**src/rtl/cond_pkg.sv**
```systemverilog
// cond_pkg: flag bit positions, condition codes and FSM states shared by the condition-flag logic
package cond_pkg;
    localparam int N_BIT = 3;
    localparam int Z_BIT = 2;
    localparam int C_BIT = 1;
    localparam int V_BIT = 0;
    localparam int DEF_MAX_INFLIGHT = 4;
    localparam int DEF_PEND_W = 3;
    localparam logic [3:0] CC_EQ = 4'h0;
    localparam logic [3:0] CC_NE = 4'h1;
    localparam logic [3:0] CC_CS = 4'h2;
    localparam logic [3:0] CC_CC = 4'h3;
    localparam logic [3:0] CC_MI = 4'h4;
    localparam logic [3:0] CC_PL = 4'h5;
    localparam logic [3:0] CC_VS = 4'h6;
    localparam logic [3:0] CC_VC = 4'h7;
    localparam logic [3:0] CC_HI = 4'h8;
    localparam logic [3:0] CC_LS = 4'h9;
    localparam logic [3:0] CC_GE = 4'hA;
    localparam logic [3:0] CC_LT = 4'hB;
    localparam logic [3:0] CC_GT = 4'hC;
    localparam logic [3:0] CC_LE = 4'hD;
    localparam logic [3:0] CC_AL = 4'hE;
    localparam logic [3:0] CC_NV = 4'hF;
    typedef enum logic [1:0] {S_IDLE, S_WAIT, S_ACK} state_t;
endpackage

```
**src/rtl/cond_ctrl_if.sv**
```systemverilog
// cond_ctrl_if: issue/retire/flush and branch-query signals between the pipeline and cond_ctrl
interface cond_ctrl_if;
    logic       issue_valid;
    logic       issue_set_cond;
    logic       issue_ready;
    logic       alu_valid;
    logic       alu_set_cond;
    logic [3:0] alu_flags;
    logic       flush;
    logic       br_req;
    logic [3:0] br_cc;
    logic       br_ack;
    logic       br_taken;
    logic       stall;
    logic [3:0] cond;
    logic       cond_err;
    modport master (
        output issue_valid, issue_set_cond, alu_valid, alu_set_cond, alu_flags, flush, br_req, br_cc,
        input  issue_ready, br_ack, br_taken, stall, cond, cond_err
    );
    modport slave (
        input  issue_valid, issue_set_cond, alu_valid, alu_set_cond, alu_flags, flush, br_req, br_cc,
        output issue_ready, br_ack, br_taken, stall, cond, cond_err
    );
endinterface

```
**src/rtl/cond_eval.sv**
```systemverilog
// cond_eval: combinational branch-condition evaluation of {N,Z,C,V} against a 4-bit condition code
module cond_eval
    import cond_pkg::*;
(
    input  logic [3:0] flags,
    input  logic [3:0] cc,
    output logic       taken
);
    logic n, z, c, v;
    logic [7:0] base;
    assign n = flags[N_BIT];
    assign z = flags[Z_BIT];
    assign c = flags[C_BIT];
    assign v = flags[V_BIT];
    // even codes select a base condition; odd codes are its complement
    assign base = {1'b1, ~z & (n ~^ v), n ~^ v, c & ~z, v, n, c, z};
    assign taken = base[cc[3:1]] ^ cc[0];
endmodule

```
**src/rtl/cond_ctrl.sv**
```systemverilog
// cond_ctrl: condition-flag register, in-flight flag-writer tracking and branch-query sequencing
module cond_ctrl
    import cond_pkg::*;
#(
    parameter int MAX_INFLIGHT = DEF_MAX_INFLIGHT,
    parameter int PEND_W = DEF_PEND_W
) (
    input logic         clk,
    input logic         rst,
    cond_ctrl_if.slave  bus
);
    logic [3:0]        cond_q, cond_d, cc_q, cc_d;
    logic [PEND_W-1:0] pend_q, pend_d;
    logic              err_q, err_d;
    state_t            state_q, state_d;
    logic              set_ret, issue_acc, taken;

    cond_eval u_eval (.flags(cond_q), .cc(cc_q), .taken(taken));

    assign bus.issue_ready = (pend_q < PEND_W'(MAX_INFLIGHT)) | set_ret;
    assign bus.br_ack = state_q == S_ACK;
    assign bus.br_taken = (state_q == S_ACK) & taken;
    assign bus.stall = state_q == S_WAIT;
    assign bus.cond = cond_q;
    assign bus.cond_err = err_q;

    // flag latch, pending counter and sticky underflow error
    always_comb begin
        set_ret = bus.alu_valid & bus.alu_set_cond;
        issue_acc = bus.issue_valid & bus.issue_set_cond & bus.issue_ready;
        cond_d = set_ret ? bus.alu_flags : cond_q;
        err_d = err_q | (set_ret & (pend_q == '0));
        pend_d = bus.flush ? '0 :
                 (issue_acc & ~set_ret) ? pend_q + PEND_W'(1) :
                 (set_ret & ~issue_acc & (pend_q != '0)) ? pend_q - PEND_W'(1) : pend_q;
    end

    // query FSM: a query is answered once no flag writer ahead of it is in flight
    always_comb begin
        state_d = state_q;
        cc_d = cc_q;
        case (state_q)
            S_IDLE: if (bus.br_req) begin
                cc_d = bus.br_cc;
                state_d = ((pend_q == '0) || ((pend_q == PEND_W'(1)) && set_ret)) ? S_ACK : S_WAIT;
            end
            S_WAIT: if (pend_d == '0) state_d = S_ACK;
            default: state_d = S_IDLE;
        endcase
    end

    // state registers
    always_ff @(posedge clk) begin
        if (rst) begin
            cond_q <= '0;
            cc_q <= '0;
            pend_q <= '0;
            err_q <= 1'b0;
            state_q <= S_IDLE;
        end else begin
            cond_q <= cond_d;
            cc_q <= cc_d;
            pend_q <= pend_d;
            err_q <= err_d;
            state_q <= state_d;
        end
    end
endmodule

```
**src/flat_wrapper.sv**
```systemverilog
// flat-port wrapper written by rule: the top's interface ports become plain ports
module cond_ctrl_flat import cond_pkg::*;
#(
    parameter int MAX_INFLIGHT = DEF_MAX_INFLIGHT,
    parameter int PEND_W = DEF_PEND_W
)
  (clk, rst, bus_issue_valid, bus_issue_set_cond, bus_alu_valid, bus_alu_set_cond, bus_alu_flags, bus_flush, bus_br_req, bus_br_cc, bus_issue_ready, bus_br_ack, bus_br_taken, bus_stall, bus_cond, bus_cond_err);
  cond_ctrl_if bus_i ();
  input logic clk;
  input logic rst;
  input wire logic [$bits(bus_i.issue_valid)-1:0] bus_issue_valid;
  input wire logic [$bits(bus_i.issue_set_cond)-1:0] bus_issue_set_cond;
  input wire logic [$bits(bus_i.alu_valid)-1:0] bus_alu_valid;
  input wire logic [$bits(bus_i.alu_set_cond)-1:0] bus_alu_set_cond;
  input wire logic [$bits(bus_i.alu_flags)-1:0] bus_alu_flags;
  input wire logic [$bits(bus_i.flush)-1:0] bus_flush;
  input wire logic [$bits(bus_i.br_req)-1:0] bus_br_req;
  input wire logic [$bits(bus_i.br_cc)-1:0] bus_br_cc;
  output wire logic [$bits(bus_i.issue_ready)-1:0] bus_issue_ready;
  output wire logic [$bits(bus_i.br_ack)-1:0] bus_br_ack;
  output wire logic [$bits(bus_i.br_taken)-1:0] bus_br_taken;
  output wire logic [$bits(bus_i.stall)-1:0] bus_stall;
  output wire logic [$bits(bus_i.cond)-1:0] bus_cond;
  output wire logic [$bits(bus_i.cond_err)-1:0] bus_cond_err;
  assign bus_i.issue_valid = bus_issue_valid;
  assign bus_i.issue_set_cond = bus_issue_set_cond;
  assign bus_i.alu_valid = bus_alu_valid;
  assign bus_i.alu_set_cond = bus_alu_set_cond;
  assign bus_i.alu_flags = bus_alu_flags;
  assign bus_i.flush = bus_flush;
  assign bus_i.br_req = bus_br_req;
  assign bus_i.br_cc = bus_br_cc;
  assign bus_issue_ready = bus_i.issue_ready;
  assign bus_br_ack = bus_i.br_ack;
  assign bus_br_taken = bus_i.br_taken;
  assign bus_stall = bus_i.stall;
  assign bus_cond = bus_i.cond;
  assign bus_cond_err = bus_i.cond_err;
  cond_ctrl #(.MAX_INFLIGHT(MAX_INFLIGHT), .PEND_W(PEND_W)) u_core (.clk(clk), .rst(rst), .bus(bus_i));
endmodule
```
**config.mk**
```make
export PLATFORM = sky130hd
export DESIGN_NAME = cond_ctrl_flat
export DESIGN_NICKNAME = d
export VERILOG_FILES = /design/src/rtl/cond_pkg.sv /design/src/rtl/cond_ctrl_if.sv /design/src/rtl/cond_eval.sv /design/src/rtl/cond_ctrl.sv /design/src/flat_wrapper.sv
export SDC_FILE = /design/constraint.sdc
export NUM_CORES = 1
export LEC_CHECK = 0
export CORE_MARGIN = 2
export CORE_UTILIZATION = 40
export DETAILED_ROUTE_END_ITERATION = 16
export PLACE_DENSITY = 0.73
export SYNTH_ARGS = -nofsm -noshare
export SYNTH_HDL_FRONTEND = slang
export SYNTH_SLANG_ARGS = --single-unit
```
**constraint.sdc**
```tcl
create_clock -name clk -period 1.7 [get_ports clk]
set_input_delay 0.425 -clock clk [delete_from_list [all_inputs] [get_ports clk]]
set_output_delay 0.425 -clock clk [all_outputs]
set_load 0.05 [all_outputs]
```
==> results.tsv, run 1 <==
stage	metric	value	unit
cts	H-tree depth	1	
sta	hold_ws	0.498	ns
synthesis	YS warnings	0	
cts	TritonCTS sink count	14	
setup_path	critical-path cell list	mux4_2, nor2b_4, a31oi_2, xnor2_1, and2_4, buf_12	
placed_design	Post-Place Cell Area	1230	um2
synthesis	Synth top area share	34.1	%
die	FP Rows	16	
sta	slew of the pin with the lowest slew margin	0.312	ns
setup_path	Setup Crit Path Kind	reg2out	
die	Die Height	49.3	um
final_layout	Area growth syn-to-layout	59.6	%
sta	Setup TNS	-0.592	ns
synthesis	Netlist cell types	34	
global_routing	pin count of the biggest net entering global routing	11	
global_routing	vias in the first global route	855	
run_status	failing checks	setup timing	
routing	Final ANT Viol Nets	0	
min_path	worst hold path stage count	2	
sta	Setup WS post-layout	-0.592	ns
sta	Hold Fails Final Rpt	0	
setup_path	slowest cell on the critical path	mux4_2	
die	Initial Utilization	42.3	%
routing	vias post-DR	857	
final_layout	ANT cells	0	
cts	clock tree buffer depth	2	
setup_path	FF-to-FF path depth	6	
routing	DRC violations left	0	
cts	post-cts hold buffer count	0	
min_path	hold crit path type	reg2reg	
run_status	outcome	complete, but fails checks	
sta	Setup Viol. Count Final	1	
power_and_ir_drop	Max VDD drop	0.000386	V
die	Placeable Area	1940	um2
final_layout	nets	160	
global_routing	global-route usage over all layers	18.9	%
synthesis	number of synthesized flops with an enable pin	0	
global_routing	global route overflow	0	
cts	Clock Latency Late Sink	0.28	ns
sta	clock skew	0.00184	ns
synthesis	synth cell count leaders	nand2_1, dfxtp_1, a21oi_1, nor2_1	
synthesis	syn_area_per_cell	8.21	um2
die	I/O pin cnt	25	
sta	RSZ-0062 raised after global routing	yes	
final_layout	fill count	169	
final_layout	combined area of the multi-input logic cells	554	um2
synthesis	leading area contributor after synthesis	dfxtp_1	
synthesis	syn_nets	120	
synthesis	FFs w/ async S/R, synth	0	%
setup_path	CP Capture Type	primary output	
cts	clock root buffer	clkbuf_4	
cts	Worst-path clk slew	0.09	ns
power_and_ir_drop	Pleak	0.554	nW
routing	drt total wl	2.15	mm
die	die area	2430	um2
sta	fin crit share	135	%
sta	Peak Freq	436	MHz
synthesis	post-synthesis sequential area ratio	34.1	%
setup_path	CP required	1.27	ns
global_routing	global-route wire length before repair	3.57	mm
final_layout	share of cells above drive strength 1	36.0	%
global_routing	initial antenna violation count	0	
sta	Max Slew Vio Count	0	
cts	Post-CTS Setup Inserts	0	
power_and_ir_drop	Power Density	633	nW/um2
synthesis	most numerous cell in the Yosys netlist	nand2_1	
setup_path	arrival time at the worst endpoint	1.87	ns
setup_path	CP startpoint kind	flip-flop	
placed_design	routability cong.	0.942	
sta	Slew headroom	79.2	%
synthesis	Synth Register Bits	14	
cts	cts bufs inserted	3	
routing	First-pass DRT Iterations	4	
sta	Period minus WS final	2.29	ns
placed_design	DPL Wire Length	1.72	mm
synthesis	Post-Syn Instances	100	
final_layout	Design Area, Final	1310	um2
setup_path	max incr delay on CP	0.49	ns
routing	wire length per cell after detailed routing	13.0	um
die	die width	49.3	um
synthesis	Primary FF master, synth	dfxtp_1	
cts	TritonCTS clock tree	done	
synthesis	Synth area leaders	dfxtp_1, nand2_1, a21oi_1	
routing	vias per cell	5.16	
synthesis	Mapped Area	821	um2
final_layout	register area	299	um2
setup_path	CP max FO	2	
routing	initial DRC count	10	
placed_design	port bufs	24	
flow_run	max-capacitance violation count	0	
[worst paths after layout]
check                                         start                   to  slack (ns)
worst max-delay path                 u_core.cc_q[2]         bus_br_taken       -0.59
worst min-delay path            u_core.bus.cond_err  u_core.bus.cond_err        0.50
worst max register to register     u_core.pend_q[0]    u_core.state_q[1]        0.08
worst min register to register  u_core.bus.cond_err  u_core.bus.cond_err        0.50
[layer usage]
metal | up-vias | wire length [um] | global-route usage (%)
met1 | 396 | 904 | 20.5
met5 | - | 0 | 0
met3 | 5 | 87 | 4.60
met2 | 21 | 1130 | 34.9
met4 | 0 | 27 | 7.14
li1 | 435 | - | -
[report_power, final]
group | leakage (nW) | internal, mW | switching [mW]
Clock | 0.0210 | 0.130 | 0.115
Combinational | 0.415 | 0.117 | 0.112
Sequential | 0.119 | 0.341 | 0.0134
Total | 0.554 | 0.589 | 0.240
[logic make-up (layout without fill, tap and decap cells)]
kind of cell | count (synthesis) | count (layout) | share of synthesized area, %
XOR/XNOR | 4 | 4 | 4.27
flip-flops | 14 | 14 | 34.1
multiplexers | 5 | 5 | 7.62
AND/OR/NAND/NOR | 42 | 42 | 24.2
buffers and inverters | 6 | 45 | 3.35
adder cells (fa/ha/maj) | 4 | 4 | 6.10
AO/OA/AOI/OAI | 25 | 25 | 20.3
[state kept, by name, indices dropped and copies added, names as in the netlist]
name / count
u_core.bus.cond: 4
u_core.cc_q: 4
u_core.pend_q: 3
u_core.state_q: 2
u_core.bus.cond_err: 1
[metrics by stage]
step	total power, mW	instances	worst slack [ns]	util (%)
after floorplan	0.478	100	-0.241	-
after global placement	0.578	162	-0.290	63.5
after detailed placement	0.584	162	-0.333	63.5
after CTS	0.835	166	-0.636	66.2
after global routing	0.879	166	-0.662	67.5
final	0.829	166	-0.592	67.5
[critical path: cells and delay by family (launching register included)]
| kind | cells | cell delay [ns] |
|---|---|---|
| XOR/XNOR | 1 | 0.15 |
| AO/OA/AOI/OAI | 1 | 0.16 |
| flip-flops | 1 | 0.35 |
| AND/OR/NAND/NOR | 2 | 0.31 |
| multiplexers | 1 | 0.49 |
| buffers and inverters | 1 | 0.13 |
[cell type report]
type                       instances  area share [%]
multi-input combinational         80            42.3
timing repair buffer              38            28.7
sequential                        14            22.8
clock buffer                       4            2.77
tap                               27            2.58
inverter                           3           0.860
[cells in the final DEF (no fill, tap or decap), types with 2 or more instances in the layout]
cell              n
a21oi_1          10
buf_12            4
buf_4            19
clkbuf_4          3
clkdlybuf4s50_1  11
dfxtp_1           7
dfxtp_2           3
dfxtp_4           4
dlygate4sd2_1     2
dlymetal6s2s_1    2
ha_1              3
inv_2             2
mux2i_1           4
nand2_1          13
nand2_2           3
nand3_1           3
nor2_1           10
nor2b_2           2
nor3_1            2
o21ai_0           3
xnor2_1           2
xor2_1            2
[timing repair]
action                                 4_1_cts  5_1_grt
pin swaps                                    1        4
setup endpoints to repair                    4        4
endpoints found under the hold margin        0        0
resized for setup                            6       10
cloned                                       0        0
No activity file was read; power rests on OpenSTA's default activity.
==> run 2, diff against run 1 <==
SLEW_MARGIN = 20   (was not set)
==> results of run 2 <==
No change in the layout: final DEF, timing and power equal those of run 1.
